`src/rtl/rst_ctrl_pkg.sv`:
```
// rst_ctrl_pkg: shared state encoding and reset-bit index constants for reset_register_ctrl.
package rst_ctrl_pkg;

    typedef enum logic [1:0] {
        ST_IDLE    = 2'd0,
        ST_ASSERT  = 2'd1,
        ST_HELD    = 2'd2,
        ST_RECOVER = 2'd3
    } state_e;

    localparam int RST_BIT_DB  = 3;
    localparam int RST_BIT_1G  = 4;
    localparam int RST_BIT_10G = 5;

endpackage

```
`src/rtl/reset_bit_seq.sv`:
```
// reset_bit_seq: one reset bit's timer FSM (min assert pulse, recovery gap, optional auto-release).
module reset_bit_seq
    import rst_ctrl_pkg::*;
#(
    parameter int PULSE_CYCLES   = 3300,
    parameter int RECOVER_CYCLES = 330,
    parameter int CNT_W          = 16
) (
    input  logic clk_i,
    input  logic rst_n_i,
    input  logic clr_i,
    input  logic wr_i,
    input  logic data_i,
    input  logic auto_i,
    output logic out_o,
    output logic busy_o
);

    localparam logic [CNT_W-1:0] P_LD = CNT_W'(PULSE_CYCLES - 1);
    localparam logic [CNT_W-1:0] R_LD = CNT_W'(RECOVER_CYCLES - 1);

    state_e           state_q, state_d;
    logic [CNT_W-1:0] tmr_q, tmr_d;
    logic             pend_q, pend_d, pend_w;
    logic             out_q, busy_q;

    // a write landing on the RECOVER expiry cycle still counts as the pending request
    assign pend_w = wr_i ? data_i : pend_q;

    always_comb begin
        state_d = state_q;
        tmr_d   = tmr_q;
        pend_d  = pend_q;
        if (clr_i) begin
            state_d = ST_IDLE;
            tmr_d   = '0;
            pend_d  = 1'b0;
        end else begin
            case (state_q)
                ST_IDLE: if (wr_i && data_i) begin
                    state_d = ST_ASSERT;
                    tmr_d   = P_LD;
                end
                ST_ASSERT: if (tmr_q == '0) begin
                    state_d = auto_i ? ST_RECOVER : ST_HELD;
                    tmr_d   = auto_i ? R_LD : '0;
                end else begin
                    tmr_d = tmr_q - CNT_W'(1);
                end
                ST_HELD: if (wr_i && !data_i) begin
                    state_d = ST_RECOVER;
                    tmr_d   = R_LD;
                end
                ST_RECOVER: if (tmr_q == '0) begin
                    state_d = pend_w ? ST_ASSERT : ST_IDLE;
                    tmr_d   = pend_w ? P_LD : '0;
                    pend_d  = 1'b0;
                end else begin
                    tmr_d  = tmr_q - CNT_W'(1);
                    pend_d = pend_w;
                end
                default: state_d = ST_IDLE;
            endcase
        end
    end

    always_ff @(posedge clk_i) begin
        if (!rst_n_i) begin
            state_q <= ST_IDLE;
            tmr_q   <= '0;
            pend_q  <= 1'b0;
            out_q   <= 1'b0;
            busy_q  <= 1'b0;
        end else begin
            state_q <= state_d;
            tmr_q   <= tmr_d;
            pend_q  <= pend_d;
            out_q   <= (state_d == ST_ASSERT) || (state_d == ST_HELD);
            busy_q  <= (state_d == ST_ASSERT) || (state_d == ST_RECOVER);
        end
    end

    assign out_o  = out_q;
    assign busy_o = busy_q;

endmodule

```
`src/rtl/reset_register_ctrl.sv`:
```
// reset_register_ctrl: sequenced peripheral reset register writer; RESET_LOCK_EN adds a sticky write lock.
module reset_register_ctrl
    import rst_ctrl_pkg::*;
#(
    parameter int NUM_BITS       = 6,
    parameter int PULSE_CYCLES   = 3300,
    parameter int RECOVER_CYCLES = 330,
    parameter int CNT_W          = 16
) (
    input  logic                  Clk33M,
    input  logic                  MainReset,
    input  logic                  PciReset,
    input  logic                  WrEn,
    input  logic [NUM_BITS-1:0]   WrData,
    input  logic [NUM_BITS-1:0]   AutoClrMask,
    output logic [NUM_BITS-1:0]   ResetRegister,
    output logic [NUM_BITS-1:0]   Busy,
`ifdef RESET_LOCK_EN
    input  logic                  Lock,
    output logic [2*NUM_BITS:0]   RdData
`else
    output logic [2*NUM_BITS-1:0] RdData
`endif
);

    logic wr_en;

`ifdef RESET_LOCK_EN
    logic lock_q, lock_d;

    // the lock takes hold in the same cycle Lock is raised
    assign lock_d = lock_q | Lock;
    assign wr_en  = WrEn & ~lock_d;

    always_ff @(posedge Clk33M) begin
        if (!MainReset) lock_q <= 1'b0;
        else            lock_q <= lock_d;
    end

    assign RdData = {lock_q, Busy, ResetRegister};
`else
    assign wr_en  = WrEn;
    assign RdData = {Busy, ResetRegister};
`endif

    for (genvar i = 0; i < NUM_BITS; i++) begin : g_bit
        reset_bit_seq #(
            .PULSE_CYCLES  (PULSE_CYCLES),
            .RECOVER_CYCLES(RECOVER_CYCLES),
            .CNT_W         (CNT_W)
        ) u_seq (
            .clk_i  (Clk33M),
            .rst_n_i(MainReset),
            .clr_i  ((i == RST_BIT_DB) ? ~PciReset : 1'b0),
            .wr_i   (wr_en),
            .data_i (WrData[i]),
            .auto_i (AutoClrMask[i]),
            .out_o  (ResetRegister[i]),
            .busy_o (Busy[i])
        );
    end

endmodule
```
`config.mk`:
```
export PLATFORM = sky130hd
export DESIGN_NAME = reset_register_ctrl
export DESIGN_NICKNAME = d
export VERILOG_FILES = /design/src/rtl/rst_ctrl_pkg.sv /design/src/rtl/reset_bit_seq.sv /design/src/rtl/reset_register_ctrl.sv
export SDC_FILE = /design/constraint.sdc
export NUM_CORES = 1
export LEC_CHECK = 0
export ABC_AREA = 1
export ABC_CLOCK_PERIOD_IN_PS = 4700
export CAP_MARGIN = 20
export CORE_ASPECT_RATIO = 1.25
export CORE_MARGIN = 2
export CORE_UTILIZATION = 45
export CTS_CLUSTER_DIAMETER = 40
export DETAILED_ROUTE_END_ITERATION = 10
export HOLD_SLACK_MARGIN = 0.06
export MAX_ROUTING_LAYER = met4
export SLEW_MARGIN = 20
export SYNTH_ARGS = -nofsm -noshare
export SYNTH_HDL_FRONTEND = slang
export SYNTH_SLANG_ARGS = --single-unit
```
`constraint.sdc`:
```
create_clock -name Clk33M -period 4.7 [get_ports Clk33M]
set_input_delay 0.94 -clock Clk33M [delete_from_list [all_inputs] [get_ports Clk33M]]
set_output_delay 0.94 -clock Clk33M [all_outputs]
set_load 0.05 [all_outputs]
```
# After elaboration in Yosys (flattened, before gate mapping)
# Cells that the tools add are included.
dict set report classes {
  n_reduce_logical 49
  add_sub_neg 6
  mux 97
  eq_ne 48
}
# op n
set ops {}
lappend ops {{two-way mux 16 bit} 24}
lappend ops {{one-hot mux 16 bit (4 select lines)} 6}
lappend ops {{logical NOT 16 bit} 6}
lappend ops {{subtractor 16 x 1 -> 16 bit (second input constant)} 6}
lappend ops {{two-way mux 12 bit} 6}
lappend ops {{two-way mux 9 bit} 6}
lappend ops {{two-way mux 2 bit} 25}
lappend ops {{equality test 2 bit (second input constant)} 24}
lappend ops {{one-hot mux 2 bit (4 select lines)} 6}
lappend ops {{equality test 2 x 1 -> 1 bit (second input constant)} 12}
lappend ops {{two-way mux 1 bit} 24}
lappend ops {{!= test 2 x 1 -> 1 bit (second input constant)} 12}
lappend ops {{AND reduction 2 bit} 7}
lappend ops {{logical AND 1 bit} 12}
lappend ops {{logical NOT 2 bit} 6}
lappend ops {{logical OR 1 bit} 12}
lappend ops {{logical NOT 1 bit} 6}
dict set report totals {
  output_inout_bits 24
  reg_bits 126
}

# Depth between registers and ports, before layout
dict set report logic_depth {
  word_depth 7
  mapped_depth 12
}

# Modules after synthesis
# A second synthesis with hierarchy kept.
dict set report hier_totals {
  cells_unflattened 1174
  hier_area_um2 7977.7
}
# module cells_each area_per_inst_um2 seq_area_each_um2 n_inst
set by_module_without_submodules {}
lappend by_module_without_submodules {{reset_bit_seq (g_bit[0].u_seq ...)} 194 1342.5 400.4 3}
lappend by_module_without_submodules {{reset_bit_seq (g_bit[3].u_seq ...)} 196 1302.5 400.4 2}
lappend by_module_without_submodules {{reset_bit_seq (g_bit[5].u_seq)} 186 1247.4 400.4 1}
lappend by_module_without_submodules {reset_register_ctrl 14 97.6 0.0 1}

# Worst setup path before layout
# No wires, ideal clock.
dict set report synth_path {
  path_kind {in2reg}
  from {input WrEn}
  to {register g_bit[5].u_seq.tmr_q[15]}
  setup_slack_ns 2.786
  arrival_time_ns 1.795
  stages 9
  required_time_ns 4.581
  n_path_buf 1
  setup_time_ns 0.119
  cell_sequence {inv_2 or2_1 nand2_1 nand2_2 buf_6 nor2_4 nand2_2 xor2_1 nor2_2}
}
dict set report synth_between {
  elab_chain_len 3
  elab_cells_between_ends 5
}
# item line_no
set synth_rtl {}
lappend synth_rtl {{start: declaration} reset_register_ctrl.sv:13} ;# input logic WrEn,
lappend synth_rtl {{logical AND 1 bit, on equally long branches} {reset_bit_seq.sv:50, reset_bit_seq.sv:40}}
lappend synth_rtl {{!= test 2 x 1 -> 1 bit (no source line)} n/a}
lappend synth_rtl {{AND reduction 2 bit (no source line) (*)} n/a}
lappend synth_rtl {{end signal: assignment} reset_bit_seq.sv:76} ;# tmr_q <= tmr_d;
lappend synth_rtl {{end: declaration} reset_bit_seq.sv:23} ;# logic [CNT_W-1:0] tmr_q, tmr_d;
# Mark *: on every way between the ends. The rest lies on a longest branch, timed or not.
# A chain may end at the register's enable or synchronous reset.

# Worst setup path in the final report
dict set report layout_path {
  from {input WrEn}
  to {register g_bit[5].u_seq.out_q}
}
dict set report layout_between {
  elab_chain_len 6
  elab_cells_between_ends 11
}
# item line_no
set layout_rtl {}
lappend layout_rtl {{two-way mux 1 bit} reset_bit_seq.sv:28} ;# assign pend_w = wr_i ? data_i : pend_q;
lappend layout_rtl {{two-way mux 1 bit} reset_bit_seq.sv:55} ;# state_d = pend_w ? ST_ASSERT : ST_IDLE;
lappend layout_rtl {{two-way mux 2 bit} reset_bit_seq.sv:54} ;# ST_RECOVER: if (tmr_q == '0) begin
lappend layout_rtl {{one-hot mux 2 bit (4 select lines) (*)} reset_bit_seq.sv:39} ;# case (state_q)
lappend layout_rtl {{equality test 2 x 1 -> 1 bit or equality test 2 bit (tied branches)} reset_bit_seq.sv:78} ;# out_q <= (state_d == ST_ASSERT) || (state_d == ST_HELD);
lappend layout_rtl {{logical OR 1 bit (*)} reset_bit_seq.sv:78}
lappend layout_rtl {{end signal: assignment} reset_bit_seq.sv:78}
lappend layout_rtl {{end: declaration} reset_bit_seq.sv:25} ;# logic out_q, busy_q;
# Marks and branches as above.

==> metrics.yaml <==
io_buffer_count: 39
final_area_um2: 8300
synth_cell_type_count: 49
initial_core_util_pct: 45.5
overall_routing_resource_usage_pct: 21.5
postPlaceCellArea_um2: 7680
design.die.area_um2: 17200
via_density: 5.01
route.vias.total: 6865
synth.ff_latch_count: 120
tightestPinTransition_ps: 595
detailedRoute.firstPassIterationCount: 5
yosys.cell_count.top_type: "nand2_1"
yosysTopAreaCellShare_pct: 33.0
sequential_cell_area_fraction_in_the_yosys_report_pct: 33.0
yosysTopAreaCell: "dfxtp_1"
clock_skews_ps: 6.00
root_buffer: "clkbuf_16"
coreArea_um2: 16000
required_ps: 5020
vdd_drop_max_uv: 313
status: "finished, final reports clean"
crit_type: "in -> reg"
dieHeight_um: 146
gpl.final_weighted_congestion: 0.893
setup_viol: 0
nNetsFinal: 1164
route.antenna.remaining_nets: 0
timing_hold_violations_final: 0
grt_overflow_total: 0
dp_hpwl_um: 12500
clk_pin_slew_ps: 50
cts_setup_buffers: 0
synth_ff_type: "dfxtp_1"
timing.critical_path.slowest_stage_cell: "clkdlybuf4s50_1"
first_pass_grt_wire_length_um: 29800
tritoncts: "yes"
worstSetupStartpointType: "input port"
cts_repair_resize_count: 0
synth-async-reset-ratio_pct: 0
cp.arrival_ps: 3240
numClockSinks: 120
drt_iter0_drc: 368
maxCapViolations: 0
rsz_0062_raised_after_global_routing: "no"
critical_path_cell_by_cell: "clkdlybuf4s50_1 -> inv_2 -> or2_1 -> nand2_1 -> nand2_2 -> inv_1 -> nand2_1 -> nand2_1 -> nand2_1 -> nand2_1 -> nor2_1"
cts_hold_buf: 0
highest_achievable_clock_rate_ghz: 0.342
critical_path.max_fanout: 15
min_tclk_post_route_ps: 2920
grt_start_max_net_pins: 41
routed_length_per_placed_instance_um: 12.5
dieWidth_um: 118
first_global_vias: 6681
synth_top_cells_by_area: "dfxtp_1, nand2_1, nor2_1"
syn_avg_cell_area_um2: 6.49
drc_errors: 0
synth_nets: 1146
synthTopCellsByCount: "nand2_1, nor2_1, inv_1"
synth-warning-count: 0
critical_path.n_buffers_inverters: 3
fp-row-count: 52
r2r_slack_ps: 2690
critical_path_endpoint_category: "flip-flop"
synth-edff-count: 0
antenna_cells: 0
slew_headroom_pct: 60.2
io_pins: 40
clock_tree.htree_level_count: 4
cts_made_buffers: 17
power.static_leakage_nw: 3.70
routed_wl_um: 17100
cts.path.max_buffers: 2
power.density_cell_area_nw_per_um2: 615
worst_min_delay_path_class: "reg -> reg"
fin_crit_sh_pct: 62.1
report.final.slew_viol_count: 0
drive_above_1_share_pct: 6.85
area_growth_syn_to_layout_pct: 13.8
timing.critical_path.mode_cell: "nand2_1"
setup-tns-final_ps: 0
critPathMaxStageDelay_ps: 850
postSynthCellCount: 1123
number_of_antenna_violations_at_the_first_check_in_global_routing: 0
mapped_cell_area_um2: 7290
critPathTopFamily: "buffers and inverters"
clk-insertion-delay-late_ps: 420
## registers in the layout, indices dropped and copies added, names as in the netlist
| signal | flops |
|---|---|
| g_bit.u_seq.tmr_q | 96 |
| g_bit.u_seq.out_o | 6 |
| g_bit.u_seq.state_q | 10 |
| g_bit.u_seq.pend_q | 6 |
| g_bit.u_seq.busy_o | 2 |
## cell usage in the layout (no fill, tap or decap), drive strengths merged
master,Yosys,routed
a21o,1,1
clkdlybuf4s50,0,39
nor3b,2,2
a21oi,67,67
xnor2,19,19
o21ai,71,71
o31ai,2,2
nand4,19,19
nor4,3,3
dfxtp,120,120
nor2,196,196
or2,7,7
nor3,17,17
o22ai,3,3
buf,35,2
a2bb2oi,1,1
bufinv,0,2
nand3,77,77
nand2,275,275
clkbuf,7,25
xor2,41,41
inv,129,129
o2111ai,2,2
o21a,1,1
ha,7,7
a31oi,4,4
o211ai,8,8
nand3b,6,6
nor4b,1,1
clkinv,1,5
clkinvlp,0,1
and3,1,1
## tightest hold or removal path, delay by kind of cell (launching register included)
kind               cells  cell delay, ps
DFF                    1             300
and+or+nand+nor        1              60
AOI/OAI and AO/OA      1              50
## per-layer routing
metal	track usage, %	routed length, um	up-vias	part of all wire [%]
met4	10.0	465	0	2.7
li1	-	-	3619	-
met2	35.6	8210	132	48
met1	24.7	7780	3071	46
met5	-	0	-	0
met3	4.73	635	43	3.7
## report_power, final
part | total (mW) | internal (mW) | leakage (nW) | switching [mW]
clock network | 1.33 | 0.875 | 0.305 | 0.458
registers | 1.45 | 1.23 | 0.983 | 0.226
logic | 2.31 | 0.784 | 2.41 | 1.53
total | 5.10 | 2.89 | 3.70 | 2.21
## cells by family (layout without fill, tap and decap cells)
group | count (synthesis) | after routing | share of synthesized area, %
AND/OR/NAND/NOR | 604 | 604 | 35.9
buffers and inverters | 172 | 203 | 10.6
AO/OA/AOI/OAI | 160 | 160 | 12.2
flip-flops | 120 | 120 | 33.0
XOR/XNOR | 60 | 60 | 7.21
adder cells (fa/ha/maj) | 7 | 7 | 1.20
## cell type report
| class | instances | area (um2) |
|---|---|---|
| fillers | 1669 | 7710 |
| multi-input cells | 831 | 4110 |
| flip-flops and latches | 120 | 2400 |
| clock buffers | 25 | 526 |
| inverters | 130 | 490 |
| repair buffers | 41 | 405 |
| well taps | 216 | 270 |
| clock inverters | 7 | 87.6 |
## stage by stage
step / utilization, % / hold slack, ps / setup WS (ps) / total power, mW / std cells
after floorplan: - / 441 / 2790 / 3.34 / 1123
after global placement: 48.0 / 451 / 1380 / 3.77 / 1338
after detailed placement: 48.0 / 455 / 1330 / 3.78 / 1338
after CTS: 51.8 / 463 / 1770 / 5.14 / 1370
after global routing: 51.8 / 485 / 1550 / 5.54 / 1370
final: 51.8 / 459 / 1780 / 5.10 / 1370
## final timing paths
kind	endpoint	cells past startpoint	startpoint
worst min register to register	g_bit[4].u_seq.pend_q	2	g_bit[4].u_seq.pend_q
worst max register to register	g_bit[1].u_seq.tmr_q[12]	9	g_bit[1].u_seq.tmr_q[0]
worst min-delay path	g_bit[4].u_seq.pend_q	2	g_bit[4].u_seq.pend_q
worst max-delay path	g_bit[5].u_seq.out_o	11	WrEn
No activity file was read; power rests on OpenSTA's default activity.
